`config.mk`:
```
export PLATFORM = sky130hd
export DESIGN_NAME = pmcc_code_ram_arbiter_flat
export DESIGN_NICKNAME = d
export VERILOG_FILES = /design/src/rtl/pmc_pkg.sv /design/src/rtl/ibex_data_bus.sv /design/src/rtl/pmcc_code_ram_arbiter.sv /design/src/flat_wrapper.sv
export SDC_FILE = /design/constraint.sdc
export NUM_CORES = 1
export LEC_CHECK = 0
export ABC_AREA = 0
export CAP_MARGIN = 20
export CORE_AREA = 10 10 131 133
export DETAILED_ROUTE_END_ITERATION = 16
export DIE_AREA = 0 0 141 143
export SKIP_LAST_GASP = 1
export SLEW_MARGIN = 25
export SYNTH_ARGS = -nofsm -noshare
export SYNTH_HDL_FRONTEND = slang
export SYNTH_SLANG_ARGS = --single-unit
```
`constraint.sdc`:
```
create_clock -name clk -period 5.1 [get_ports clk]
set_clock_uncertainty 0.15 [all_clocks]
set_input_delay 1.02 -clock clk [delete_from_list [all_inputs] [get_ports clk]]
set_output_delay 1.02 -clock clk [all_outputs]
set_load 0.02 [all_outputs]
```
`src/rtl/pmc_pkg.sv`:
```
// Shared types for the PMC controller blocks.
// owner_e tags which master owns the RAM response that is in flight.
package pmc_pkg;

    typedef enum logic [1:0] {
        OWNER_NONE = 2'd0,
        OWNER_M0   = 2'd1,
        OWNER_M1   = 2'd2
    } owner_e;

    localparam int unsigned STARVE_W = 4;

endpackage

```
`src/rtl/ibex_data_bus.sv`:
```
// Ibex-style data bus: request/grant handshake with a one-cycle-later response.
// The master drives the request fields; the slave drives grant and response.
interface ibex_data_bus;

    logic        req;
    logic        gnt;
    logic        rvalid;
    logic        we;
    logic [3:0]  be;
    logic [31:0] addr;
    logic [31:0] wdata;
    logic [6:0]  wdata_intg;
    logic [31:0] rdata;
    logic [6:0]  rdata_intg;
    logic        err;

    modport master (
        output req, we, be, addr, wdata, wdata_intg,
        input  gnt, rvalid, rdata, rdata_intg, err
    );

    modport slave (
        input  req, we, be, addr, wdata, wdata_intg,
        output gnt, rvalid, rdata, rdata_intg, err
    );

endinterface

```
`src/rtl/pmcc_code_ram_arbiter.sv`:
```
// Two-master arbiter for the PMC code RAM data port: m0 (core) preferred,
// m1 (host loader) protected by a starvation counter and an exclusive-access input.
module pmcc_code_ram_arbiter
    import pmc_pkg::*;
#(
    parameter int unsigned STARVE_LIMIT = 4
) (
    input  logic         clk,
    input  logic         rst,
    ibex_data_bus.slave  m0_bus,
    ibex_data_bus.slave  m1_bus,
    ibex_data_bus.master ram_bus,
    input  logic         host_excl,
    output logic         m0_stalled
);

    localparam logic [STARVE_W-1:0] LP_LIMIT = STARVE_W'(STARVE_LIMIT);

    owner_e              w_winner;
    owner_e              r_owner_q;
    logic [STARVE_W-1:0] r_starve_cnt;
    logic                r_m0_stalled;
    logic                w_m0_gnt;
    logic                w_m1_gnt;

    // NOTE: every combinational output gets a default first so no path infers a latch.
    always_comb begin
        w_winner = OWNER_NONE;
        if (host_excl) begin
            if (m1_bus.req) w_winner = OWNER_M1;
        end else if (m1_bus.req && (r_starve_cnt == LP_LIMIT)) begin
            w_winner = OWNER_M1;
        end else if (m0_bus.req) begin
            w_winner = OWNER_M0;
        end else if (m1_bus.req) begin
            w_winner = OWNER_M1;
        end
    end

    always_comb begin
        ram_bus.req        = 1'b0;
        ram_bus.we         = 1'b0;
        ram_bus.be         = '0;
        ram_bus.addr       = '0;
        ram_bus.wdata      = '0;
        ram_bus.wdata_intg = '0;
        case (w_winner)
            OWNER_M0: begin
                ram_bus.req        = 1'b1;
                ram_bus.we         = m0_bus.we;
                ram_bus.be         = m0_bus.be;
                ram_bus.addr       = m0_bus.addr;
                ram_bus.wdata      = m0_bus.wdata;
                ram_bus.wdata_intg = m0_bus.wdata_intg;
            end
            OWNER_M1: begin
                ram_bus.req        = 1'b1;
                ram_bus.we         = m1_bus.we;
                ram_bus.be         = m1_bus.be;
                ram_bus.addr       = m1_bus.addr;
                ram_bus.wdata      = m1_bus.wdata;
                ram_bus.wdata_intg = m1_bus.wdata_intg;
            end
            default: ;
        endcase
    end

    assign w_m0_gnt   = (w_winner == OWNER_M0) & ram_bus.gnt;
    assign w_m1_gnt   = (w_winner == OWNER_M1) & ram_bus.gnt;
    assign m0_bus.gnt = w_m0_gnt;
    assign m1_bus.gnt = w_m1_gnt;

    // Responses are steered by the owner of last cycle's grant; a response landing
    // during reset or with no owner is dropped.
    assign m0_bus.rvalid     = ram_bus.rvalid & ~rst & (r_owner_q == OWNER_M0);
    assign m1_bus.rvalid     = ram_bus.rvalid & ~rst & (r_owner_q == OWNER_M1);
    assign m0_bus.rdata      = ram_bus.rdata;
    assign m1_bus.rdata      = ram_bus.rdata;
    assign m0_bus.rdata_intg = ram_bus.rdata_intg;
    assign m1_bus.rdata_intg = ram_bus.rdata_intg;
    assign m0_bus.err        = ram_bus.err;
    assign m1_bus.err        = ram_bus.err;

    // NOTE: state registers use non-blocking assignments so every flop samples pre-edge values.
    always_ff @(posedge clk) begin
        if (rst) begin
            r_owner_q    <= OWNER_NONE;
            r_starve_cnt <= '0;
            r_m0_stalled <= 1'b0;
        end else begin
            r_owner_q <= w_m0_gnt ? OWNER_M0 : (w_m1_gnt ? OWNER_M1 : OWNER_NONE);
            if (!m1_bus.req || w_m1_gnt) begin
                r_starve_cnt <= '0;
            end else if (w_m0_gnt && (r_starve_cnt != LP_LIMIT)) begin
                r_starve_cnt <= r_starve_cnt + 1'b1;
            end
            r_m0_stalled <= m0_bus.req & ~w_m0_gnt;
        end
    end

    assign m0_stalled = r_m0_stalled;

endmodule

```
`src/flat_wrapper.sv`:
```
// flat-port wrapper written by rule: the top's interface ports become plain ports
module pmcc_code_ram_arbiter_flat import pmc_pkg::*;
#(
    parameter int unsigned STARVE_LIMIT = 4
)
  (clk, rst, host_excl, m0_stalled, m0_bus_req, m0_bus_we, m0_bus_be, m0_bus_addr, m0_bus_wdata, m0_bus_wdata_intg, m0_bus_gnt, m0_bus_rvalid, m0_bus_rdata, m0_bus_rdata_intg, m0_bus_err, m1_bus_req, m1_bus_we, m1_bus_be, m1_bus_addr, m1_bus_wdata, m1_bus_wdata_intg, m1_bus_gnt, m1_bus_rvalid, m1_bus_rdata, m1_bus_rdata_intg, m1_bus_err, ram_bus_req, ram_bus_we, ram_bus_be, ram_bus_addr, ram_bus_wdata, ram_bus_wdata_intg, ram_bus_gnt, ram_bus_rvalid, ram_bus_rdata, ram_bus_rdata_intg, ram_bus_err);
  ibex_data_bus m0_bus_i ();
  ibex_data_bus m1_bus_i ();
  ibex_data_bus ram_bus_i ();
  input  logic clk;
  input  logic rst;
  input  logic host_excl;
  output logic m0_stalled;
  input wire logic [$bits(m0_bus_i.req)-1:0] m0_bus_req;
  input wire logic [$bits(m0_bus_i.we)-1:0] m0_bus_we;
  input wire logic [$bits(m0_bus_i.be)-1:0] m0_bus_be;
  input wire logic [$bits(m0_bus_i.addr)-1:0] m0_bus_addr;
  input wire logic [$bits(m0_bus_i.wdata)-1:0] m0_bus_wdata;
  input wire logic [$bits(m0_bus_i.wdata_intg)-1:0] m0_bus_wdata_intg;
  output wire logic [$bits(m0_bus_i.gnt)-1:0] m0_bus_gnt;
  output wire logic [$bits(m0_bus_i.rvalid)-1:0] m0_bus_rvalid;
  output wire logic [$bits(m0_bus_i.rdata)-1:0] m0_bus_rdata;
  output wire logic [$bits(m0_bus_i.rdata_intg)-1:0] m0_bus_rdata_intg;
  output wire logic [$bits(m0_bus_i.err)-1:0] m0_bus_err;
  input wire logic [$bits(m1_bus_i.req)-1:0] m1_bus_req;
  input wire logic [$bits(m1_bus_i.we)-1:0] m1_bus_we;
  input wire logic [$bits(m1_bus_i.be)-1:0] m1_bus_be;
  input wire logic [$bits(m1_bus_i.addr)-1:0] m1_bus_addr;
  input wire logic [$bits(m1_bus_i.wdata)-1:0] m1_bus_wdata;
  input wire logic [$bits(m1_bus_i.wdata_intg)-1:0] m1_bus_wdata_intg;
  output wire logic [$bits(m1_bus_i.gnt)-1:0] m1_bus_gnt;
  output wire logic [$bits(m1_bus_i.rvalid)-1:0] m1_bus_rvalid;
  output wire logic [$bits(m1_bus_i.rdata)-1:0] m1_bus_rdata;
  output wire logic [$bits(m1_bus_i.rdata_intg)-1:0] m1_bus_rdata_intg;
  output wire logic [$bits(m1_bus_i.err)-1:0] m1_bus_err;
  output wire logic [$bits(ram_bus_i.req)-1:0] ram_bus_req;
  output wire logic [$bits(ram_bus_i.we)-1:0] ram_bus_we;
  output wire logic [$bits(ram_bus_i.be)-1:0] ram_bus_be;
  output wire logic [$bits(ram_bus_i.addr)-1:0] ram_bus_addr;
  output wire logic [$bits(ram_bus_i.wdata)-1:0] ram_bus_wdata;
  output wire logic [$bits(ram_bus_i.wdata_intg)-1:0] ram_bus_wdata_intg;
  input wire logic [$bits(ram_bus_i.gnt)-1:0] ram_bus_gnt;
  input wire logic [$bits(ram_bus_i.rvalid)-1:0] ram_bus_rvalid;
  input wire logic [$bits(ram_bus_i.rdata)-1:0] ram_bus_rdata;
  input wire logic [$bits(ram_bus_i.rdata_intg)-1:0] ram_bus_rdata_intg;
  input wire logic [$bits(ram_bus_i.err)-1:0] ram_bus_err;
  assign m0_bus_i.req = m0_bus_req;
  assign m0_bus_i.we = m0_bus_we;
  assign m0_bus_i.be = m0_bus_be;
  assign m0_bus_i.addr = m0_bus_addr;
  assign m0_bus_i.wdata = m0_bus_wdata;
  assign m0_bus_i.wdata_intg = m0_bus_wdata_intg;
  assign m0_bus_gnt = m0_bus_i.gnt;
  assign m0_bus_rvalid = m0_bus_i.rvalid;
  assign m0_bus_rdata = m0_bus_i.rdata;
  assign m0_bus_rdata_intg = m0_bus_i.rdata_intg;
  assign m0_bus_err = m0_bus_i.err;
  assign m1_bus_i.req = m1_bus_req;
  assign m1_bus_i.we = m1_bus_we;
  assign m1_bus_i.be = m1_bus_be;
  assign m1_bus_i.addr = m1_bus_addr;
  assign m1_bus_i.wdata = m1_bus_wdata;
  assign m1_bus_i.wdata_intg = m1_bus_wdata_intg;
  assign m1_bus_gnt = m1_bus_i.gnt;
  assign m1_bus_rvalid = m1_bus_i.rvalid;
  assign m1_bus_rdata = m1_bus_i.rdata;
  assign m1_bus_rdata_intg = m1_bus_i.rdata_intg;
  assign m1_bus_err = m1_bus_i.err;
  assign ram_bus_req = ram_bus_i.req;
  assign ram_bus_we = ram_bus_i.we;
  assign ram_bus_be = ram_bus_i.be;
  assign ram_bus_addr = ram_bus_i.addr;
  assign ram_bus_wdata = ram_bus_i.wdata;
  assign ram_bus_wdata_intg = ram_bus_i.wdata_intg;
  assign ram_bus_i.gnt = ram_bus_gnt;
  assign ram_bus_i.rvalid = ram_bus_rvalid;
  assign ram_bus_i.rdata = ram_bus_rdata;
  assign ram_bus_i.rdata_intg = ram_bus_rdata_intg;
  assign ram_bus_i.err = ram_bus_err;
  pmcc_code_ram_arbiter #(.STARVE_LIMIT(STARVE_LIMIT)) u_core (.clk(clk), .rst(rst), .m0_bus(m0_bus_i), .m1_bus(m1_bus_i), .ram_bus(ram_bus_i), .host_excl(host_excl), .m0_stalled(m0_stalled));
endmodule
```
* After elaboration in Yosys (flattened, before gate mapping)
Cells that the tools add are included.
** Operators by class
- $add $sub $neg :: 1
- $mul :: 0
- Div/mod/pow operators :: 0
- Magnitude comparators :: 0
- Equality and inequality tests :: 6
- Shifts and indexed selects :: 0
- Muxes and demuxes :: 12
- Bitwise operators :: 8
- Reduce and logical (&&, ||, !) cells :: 7
** Operator list (count)
- $pmux W32 S2 :: 2
- $pmux W7 S2 :: 1
- $mux W2 :: 5
- $pmux W4 S2 :: 1
- $and A1 B1 Y1 :: 6
- $reduce_or A2 Y1 :: 3
- $add A4 B1 Y4 const B :: 1
- $eq A2 B1 Y1 const B :: 2
- $eq A2 B2 Y1 const B :: 2
- $eq A4 B3 Y1 const B :: 1
- $ne A4 B3 Y1 const B :: 1
- $logic_and A1 B1 Y1 :: 2
- $mux W1 :: 2
- $not A1 Y1 :: 2
- $pmux W1 S2 :: 1
- $logic_not A1 Y1 :: 1
- $logic_or A1 B1 Y1 :: 1
** Word-level totals
- Flip-flop bits (word level) :: 7
- Bits in latches :: 0
- Memory bits (writable) :: 0
- Memory bits (read-only) :: 0
- Input bits :: 199
- Output and inout bits :: 162
- Word-level logic and storage cells :: 38
- Memories :: 0

* Longest topological paths before layout
Gate-level depths: netlist (run 1).
- Word-level depth :: 8
- Gate-level depth with buffers :: 12
- Depth with buffers taken out :: 10

* Worst setup path after synthesis (run 1)
OpenSTA, ideal clock, no wires.
- Path kind :: in2out
- From :: in host_excl
- To :: out ram_bus_addr[25]
- Arrival time :: 2.541 ns
- Data required time :: 3.930 ns
- Path slack :: 1.389 ns
- Cell stages on the path :: 9
- Buffers on the path :: 3
- Path through :: nand2b_1 > o21a_1 > inv_1 > ha_1 > clkbuf_1 > buf_2 > buf_1 > a22oi_1 > nor2_1
** On the way
- Word-level cells in the longest chain between the ends :: 3
- Elaborated cells between the ends (all ways) :: 4
- Classes of those cells :: eq/ne (2); mux (2)
** RTL lines
- start, declared :: line flat_wrapper.sv:12 : input logic host_excl;
- $mux W2 (*) :: line pmcc_code_ram_arbiter.sv:29 : if (host_excl) begin
- $eq A2 B2 Y1 or $eq A2 B1 Y1 (tied branches) :: line pmcc_code_ram_arbiter.sv:47 : case (w_winner)
- $pmux W32 S2 (*) :: line pmcc_code_ram_arbiter.sv:47
- end, declared :: line flat_wrapper.sv:39 : output wire logic [$bits(ram_bus_i.addr)-1:0] ram_bus_addr;
Mark *: on every way between the ends. The rest lies on a longest branch, timed or not.

* Worst setup path after layout (run 1)
- From :: in host_excl
- To :: out ram_bus_wdata[5]
** On the way
- Word-level cells in the longest chain between the ends :: 3
- Elaborated cells between the ends (all ways) :: 4
- Classes of those cells :: eq/ne (2); mux (2)
** RTL lines
- $mux W2 (*) :: line pmcc_code_ram_arbiter.sv:29
- $eq A2 B2 Y1 or $eq A2 B1 Y1 (tied branches) :: line pmcc_code_ram_arbiter.sv:47
- $pmux W32 S2 (*) :: line pmcc_code_ram_arbiter.sv:47
- end, declared :: line flat_wrapper.sv:40 : output wire logic [$bits(ram_bus_i.wdata)-1:0] ram_bus_wdata;
Marked as above.

==> out/metrics.sh, run 1 <==
RUN_STATUS='finished clean'
VIAS_PER_CELL=4.33
POST-LAYOUT-TOTAL-POWER_uW=547
MAX_SLEW.WORST_PIN.SLEW_NS=0.692
FINAL-SETUP-VIOL-COUNT=0
SLEW_VIOL_FINAL=0
SYNTH_FF_TYPE='sky130_fd_sc_hd__dfxtp_1'
SEQ_AREA_FRAC_SYNTH_PCT=7.19
CTS_TREE='done'
VDD.IR_DROP.WORST_uV=73.0
AREA_GROWTH_PCT=106
CTS_MADE_BUFFERS=3
YS_SEQ_ELEMENTS=7
FMAX_MHz=215
HEIGHT_OF_THE_DIE_UM=143
TIMING_WORST_SETUP_PATH_TYPE='in -> out'
MIN_PATH_CELLS=2
CRIT_FANOUT=40
SYNTH.LIB_CELLS_USED.DISTINCT=24
FIN_TNS_SETUP_NS=0
DRT.ANTENNA.VIOLATING_NETS=0
DRT_WL_TOTAL_UM=11500
FINAL_HOLD_VIOL_COUNT=0
DRT-WIRELENGTH-PER-CELL_UM=18.3
VIAS=2721
SYNTH_ADDER_AREA_SHARE_PCT=2.57
SETUP_WS_NS=0.446
WORST_HOLD_SLACK_NS=0.343
SYN_INST=304
POSTCTSRESIZEDCELLS=0
GRT.TOTAL_USAGE_PCT=9.76
WORSTPATHARRIVAL_NS=3.48
DETAILEDPLACEMENTHPWL_UM=10100
HTREE_LEVELS=1
FINALCOREUTILIZATION_PCT=27.8
DETAILED_PLACE.AREA_UM2=3930
NNETSFINAL=649
WORST_SLEW_MARGIN_RELATIVE_TO_ITS_LIMIT_PCT=53.9
HOLDBUFCOUNTCTS=0
CLK_ROOT_BUF='sky130_fd_sc_hd__clkbuf_16'
POST-SYNTH-TOP-COUNT-CELL='sky130_fd_sc_hd__buf_4'
ROWS=44
LARGEST_AREA_CONTRIBUTOR_IN_THE_SYNTHESIZED_NETLIST='sky130_fd_sc_hd__buf_4'
NUMBER_OF_ANTENNA_VIOLATIONS_AT_THE_FIRST_CHECK_IN_GLOBAL_ROUTING=0
POST_SYNTH.CELL_AREA_AVG_UM2=6.41
GRT_MAX_DEGREE=43
PLACE.DETAILED.INSTANCES=625
NETLIST_AREA_UM2=1950
SYNTH_MUX_AREA_SHARE_PCT=0
LAYOUT_MIN_CYCLE_TIME_NS=4.65
DIE_WIDTH_UM=141
CLKLATENCYLATEPIN_NS=0.23
FRACTION_OF_SYNTHESIS_FLOPS_USING_AN_ASYNCHRONOUS_SET_OR_RESET_PIN_PCT=0
CLKTRANSATPATHREGS_NS=0.04
SYNTH.NET_COUNT=507
PLACEMENT.SETUP.WORST_SLACK_NS=0.416
YOSYSTOPAREACELLSHARE_PCT=30.8
POST_ROUTE_CELLS_DRIVE_ABOVE_1_SHARE_PCT=2.25
SYNTH_EDF_COUNT=0
DETAILEDROUTE.FIRSTPASSITERATIONCOUNT=4
FINALNONFILLERCELLS=629
SYNTH_TOP_CELLS_BY_COUNT='sky130_fd_sc_hd__buf_4, sky130_fd_sc_hd__nor2_1, sky130_fd_sc_hd__a22oi_1'
TYPE_OF_ELEMENT_LAUNCHING_THE_CRITICAL_PATH='input pin'
BUFFERS_ADDED_ON_PORTS=240
YOSYSWARNINGCOUNT=0
POST-ROUTE-CELL-AREA_UM2=4010
CTS_POST_SETUP_BUFFERS_INSERTED=0
DOMINANT_CELLS_BY_AREA_AFTER_SYNTHESIS='sky130_fd_sc_hd__buf_4, sky130_fd_sc_hd__a22oi_1, sky130_fd_sc_hd__nor2_1'
GRT_OVERFLOW=0
CTSLONGESTPATHBUFFERS=2
SYNTH_COMPOUND_AREA_SHARE_PCT=32.1
CRIT_PATH_END_KIND='output pin'
DRT_DRC_VIOLATIONS_LEFT=0
LAYOUT_WORST_PATH_CYCLE_SHARE_PCT=91.3
FLOORPLAN.DIE_AREA_UM2=20200
DRV.MAX_CAP_VIOLATION_COUNT=0
IO_PINS=361
WORST_EP_REQUIRED_TIME_NS=3.93
REG2REG_SETUP_SLACK_NS=2.42
N_ANTENNA_CELL=0
UNREPAIRED_SETUP_ENDPOINTS_AFTER_GLOBAL_ROUTING='false'
FLOORPLAN.CORE_AREA_UM2=14400
SYNTHSIMPLEGATEAREAFRAC_PCT=19.7
POST_SYNTH_XOR_AREA_FRACTION_PCT=0
REG2REG_DEPTH=9
DETAILEDROUTE.FIRSTITERATIONVIOLATIONS=100
INITIAL_UTILIZATION_PCT=13.5
NUMCLOCKSINKS=7
GPL_CONGESTION=0.752
POWER_DENSITY_nW_PER_UM2=136
NUMBER_OF_GLOBAL_ROUTE_VIAS_BEFORE_REPAIR=2863
CELLLEAKAGEPOWER_nW=1.38
LARGEST_FAMILY_OF_LOGIC_CELLS_BY_SYNTHESIZED_AREA='buffers and inverters'
WORSTHOLDPATHTYPE='reg -> reg'
GRT_PASS1_WL_UM=16200
critical path, cell delays in order:
cell,delay (ns)
sky130_fd_sc_hd__clkdlybuf4s50_1,0.44
sky130_fd_sc_hd__nand2b_1,0.11
sky130_fd_sc_hd__o21a_1,0.15
sky130_fd_sc_hd__inv_1,0.05
sky130_fd_sc_hd__ha_2,0.77
sky130_fd_sc_hd__buf_12,0.28
sky130_fd_sc_hd__nor2_1,0.08
sky130_fd_sc_hd__clkdlybuf4s50_1,0.55
cell usage in the layout (no fill, tap or decap), drive strengths merged:
cell / netlist / layout
or4: 1 / 1
clkdlybuf4s50: 0 / 240
nor2: 77 / 77
nand2b: 1 / 1
nand3b: 2 / 2
nor3b: 1 / 1
nand2: 2 / 2
or3: 2 / 2
clkbuf: 17 / 4
o21a: 1 / 1
a21oi: 5 / 5
o31ai: 1 / 1
nor3: 1 / 1
a22oi: 76 / 76
nand3: 1 / 1
inv: 8 / 8
nor4bb: 2 / 2
dfxtp: 7 / 7
o21ai: 3 / 3
ha: 4 / 4
buf: 91 / 5
and3b: 1 / 1
final timing paths:
path                           from                endpoint
min          u_core.r_starve_cnt[2]  u_core.r_starve_cnt[2]
max reg2reg  u_core.r_starve_cnt[0]  u_core.r_starve_cnt[3]
min reg2reg  u_core.r_starve_cnt[2]  u_core.r_starve_cnt[2]
max                       host_excl        ram_bus_wdata[5]
kinds of logic after synthesis:
family,after synthesis
flops,7
simple gates,91
compound gates,86
fa+ha+maj,4
buf+inv,116
final cells by class:
type | count | area (um2)
timing repair buffer | 245 | 2460
fill | 1575 | 10400
clock buffer | 4 | 78.8
sequential | 7 | 140
tap | 184 | 230
multi-input combinational | 181 | 1060
inverter | 8 | 30.0
where the power goes:
part	leakage (nW)	switching [mW]	internal [mW]
combinational	1.29	0.152	0.203
sequential	0.0568	0.000447	0.0560
clock	0.0382	0.0323	0.104
total	1.38	0.184	0.363
layer usage:
| metal | part of all wire [%] | up-vias | global-route usage (%) |
|---|---|---|---|
| met5 | 0 | - | 0 |
| met4 | 3.6 | 0 | 4.57 |
| met3 | 13 | 46 | 5.21 |
| met2 | 50 | 194 | 17.5 |
| met1 | 33 | 1221 | 8.96 |
| li1 | - | 1260 | - |
sequential cells by signal, summed over array words and instances (netlist names):
signal               count
u_core.m0_stalled        1
u_core.r_owner_q         2
u_core.r_starve_cnt      4
No activity file was read; power rests on OpenSTA's default activity.
==> inputs of run 2 (changes only) <==
PLACE_DENSITY = 0.56   (was default)
==> out/metrics.sh, run 2 (same netlist as run 1, synthesis figures left out) <==
N_ANTENNA_CELL=0  # unchanged
GRT_MAX_DEGREE=40  # -7.0%
SETUP_WS_NS=0.357  # -0.0883 ns
REGISTERS.TOP_BY_FF_COUNT='u_core.r_starve_cnt'
SEQ_POWER_SHARE_PCT=10.3  # about the same
CTS_TREE='done'
GRT.TOTAL_USAGE_PCT=10.0  # +0.24 points
IO_PINS=361  # unchanged
LAYOUT_MIN_CYCLE_TIME_NS=4.74  # +0.0883 ns
POWER_DENSITY_nW_PER_UM2=137  # about the same
WORST_R2R_ENDPOINT='u_core.r_starve_cnt[3]'
CTS_MADE_BUFFERS=3  # unchanged
DRT-WIRELENGTH-PER-CELL_UM=18.3  # -0.12%
FLOORPLAN.CORE_AREA_UM2=14400  # unchanged
NNETSFINAL=649  # unchanged
BUFFERS_ADDED_ON_PORTS=240  # unchanged
WORST_HOLD_SLACK_NS=0.355  # +0.0114 ns
DRT.ANTENNA.VIOLATING_NETS=0  # unchanged
GRT_OVERFLOW=0  # unchanged
LAYOUT.CELLS.MOST_COMMON_LIST='sky130_fd_sc_hd__clkdlybuf4s50_1, sky130_fd_sc_hd__nor2_1, sky130_fd_sc_hd__a22oi_1'
CTSLONGESTPATHBUFFERS=2  # unchanged
VIAS_PER_CELL=4.22  # -2.5%
POSTCTSRESIZEDCELLS=0  # unchanged
TYPE_OF_ELEMENT_LAUNCHING_THE_CRITICAL_PATH='input pin'
POWER_REPORT.INTERNAL_TOTAL_uW=362  # -0.11%
CRIT_FANOUT=39  # -2.5%
CLKLATENCYLATEPIN_NS=0.23  # about the same
HOLD_END='u_core.r_starve_cnt[2]'
POST_ROUTE_CELLS_DRIVE_ABOVE_1_SHARE_PCT=2.70  # +0.45 points
DETAILEDPLACEMENTHPWL_UM=9930  # -1.3%
UNREPAIRED_SETUP_ENDPOINTS_AFTER_GLOBAL_ROUTING='false'
TIMING_WORST_SETUP_PATH_TYPE='in -> out'
DRV.MAX_CAP_VIOLATION_COUNT=0  # unchanged
AREA_GROWTH_PCT=105
CTS_POST_SETUP_BUFFERS_INSERTED=0  # unchanged
HEIGHT_OF_THE_DIE_UM=143  # unchanged
TIMING.HOLD.WORST.START='u_core.r_starve_cnt[2]'
VDD.IR_DROP.WORST_uV=88.9  # +22%
MAX_SLEW.WORST_PIN.SLEW_NS=0.748  # +0.0556 ns
PWR-SHARE-CLK_PCT=24.7  # -0.3 points
NUMBER_OF_ANTENNA_VIOLATIONS_AT_THE_FIRST_CHECK_IN_GLOBAL_ROUTING=0  # unchanged
WORST_SLEW_MARGIN_RELATIVE_TO_ITS_LIMIT_PCT=50.2  # -3.7 points
FINAL-SETUP-VIOL-COUNT=0  # unchanged
DETAILEDROUTE.FIRSTPASSITERATIONCOUNT=6  # +2
WORST_EP_REQUIRED_TIME_NS=3.93  # about the same
LAYOUT_WORST_PATH_CYCLE_SHARE_PCT=93.0  # +1.7 points
REG2REG_SETUP_SLACK_NS=2.44  # +0.02 ns
DRT_DRC_VIOLATIONS_LEFT=0  # unchanged
MIN_PATH_CELLS=2  # unchanged
MULTI_INPUT_COMB_AREA_UM2=1060  # unchanged
NUMCLOCKSINKS=7  # unchanged
DETAILED_PLACE.AREA_UM2=3930  # -0.13%
NETSWITCHINGPOWER_uW=184  # about the same
FIN_TNS_SETUP_NS=0  # unchanged
POWER_FRAC_COMB_PCT=65.0  # +0.3 points
PLACE.DETAILED.INSTANCES=625  # unchanged
DETAILEDROUTE.FIRSTITERATIONVIOLATIONS=67  # -33%
FINALNONFILLERCELLS=629  # unchanged
SLEW_VIOL_FINAL=0  # unchanged
LAYOUT_COMMONEST_CELL='sky130_fd_sc_hd__clkdlybuf4s50_1'
GPL_CONGESTION=0.752  # about the same
NUMBER_OF_GLOBAL_ROUTE_VIAS_BEFORE_REPAIR=2868  # +0.17%
CELLLEAKAGEPOWER_nW=1.39  # +0.27%
R2R-START='u_core.r_starve_cnt[0]'
ROWS=44  # unchanged
WORSTPATHARRIVAL_NS=3.57  # +0.09 ns
GRT_PASS1_WL_UM=16500  # +2.0%
INITIAL_UTILIZATION_PCT=13.5  # unchanged
FINAL_HOLD_VIOL_COUNT=0  # unchanged
DRT_WL_TOTAL_UM=11500  # -0.12%
VIAS=2654  # -2.5%
HTREE_LEVELS=1  # unchanged
FLOORPLAN.DIE_AREA_UM2=20200  # unchanged
FMAX_MHz=211  # -1.9%
CRIT_PATH_END_KIND='output pin'
LARGEST_REGISTER_FF_COUNT=4  # unchanged
CLK_ROOT_BUF='sky130_fd_sc_hd__clkbuf_16'
WORSTHOLDPATHTYPE='reg -> reg'
FILLER_CELL_COUNT=1546  # -1.8%
PLACEMENT.SETUP.WORST_SLACK_NS=0.273  # -0.143 ns
CLKTRANSATPATHREGS_NS=0.04  # about the same
POWER_SWITCHING_SHARE_PCT=33.7  # about the same
RUN_STATUS='finished clean'
POST-ROUTE-CELL-AREA_UM2=4000  # -0.12%
HOLDBUFCOUNTCTS=0  # unchanged
DIE_WIDTH_UM=141  # unchanged
AREA.SEQUENTIAL_UM2=140  # unchanged
REG2REG_DEPTH=9  # unchanged
run 2: cell count changes in the layout (fill, tap and decap cells not counted):
cell	delta
sky130_fd_sc_hd__buf_4	+2
sky130_fd_sc_hd__clkdlybuf4s50_1	-2
run 2: per-stage QoR:
step / utilization, % / power [mW]
after floorplan: - / 0.284
after global placement: 27.2 / 0.414
after detailed placement: 27.2 / 0.417
after CTS: 27.8 / 0.553
after global routing: 27.8 / 0.575
final: 27.8 / 0.547
run 2: layer usage:
metal / up-vias / routed length [um] / part of all wire, % / GRT usage [%]
li1: 1259 / - / - / -
met1: 1153 / 3850 / 34 / 9.23
met2: 200 / 5440 / 47 / 17.0
met3: 42 / 1810 / 16 / 6.70
met4: 0 / 398 / 3.5 / 4.29
met5: - / 0 / 0 / 0
run 2: worst max-delay path by stage:
stage,slack [ns],to,start
2_1_floorplan,1.39,ram_bus_addr[25],host_excl
3_3_place_gp,0.31,ram_bus_wdata_intg[5],host_excl
3_5_place_dp,0.27,ram_bus_wdata_intg[5],host_excl
4_1_cts,0.28,ram_bus_wdata_intg[5],m0_bus_req
5_1_grt,0.19,ram_bus_wdata_intg[5],m0_bus_req
6_report,0.36,ram_bus_wdata_intg[5],host_excl
run 2: power groups by stage:
stage | Sequential [mW] | Combinational, mW | Clock [mW]
after floorplan | 0.0578 | 0.226 | 0
after global placement | 0.0573 | 0.356 | 0
after detailed placement | 0.0574 | 0.360 | 0
after CTS | 0.0565 | 0.361 | 0.135
after global routing | 0.0567 | 0.381 | 0.138
final | 0.0565 | 0.355 | 0.135
run 2: cell type report:
cell class | instances | share of cell area, %
well taps | 184 | 5.75
inverters | 8 | 0.750
repair buffers | 245 | 61.4
multi-input cells | 181 | 26.6
flip-flops and latches | 7 | 3.50
clock buffers | 4 | 1.97
run 2: critical path: stages:
cell                              delay [ns]
sky130_fd_sc_hd__clkdlybuf4s50_1        0.45
sky130_fd_sc_hd__nand2b_1               0.11
sky130_fd_sc_hd__o21a_1                 0.16
sky130_fd_sc_hd__inv_1                  0.05
sky130_fd_sc_hd__ha_2                   0.80
sky130_fd_sc_hd__buf_12                 0.28
sky130_fd_sc_hd__nor2_1                 0.08
sky130_fd_sc_hd__clkdlybuf4s50_1        0.58
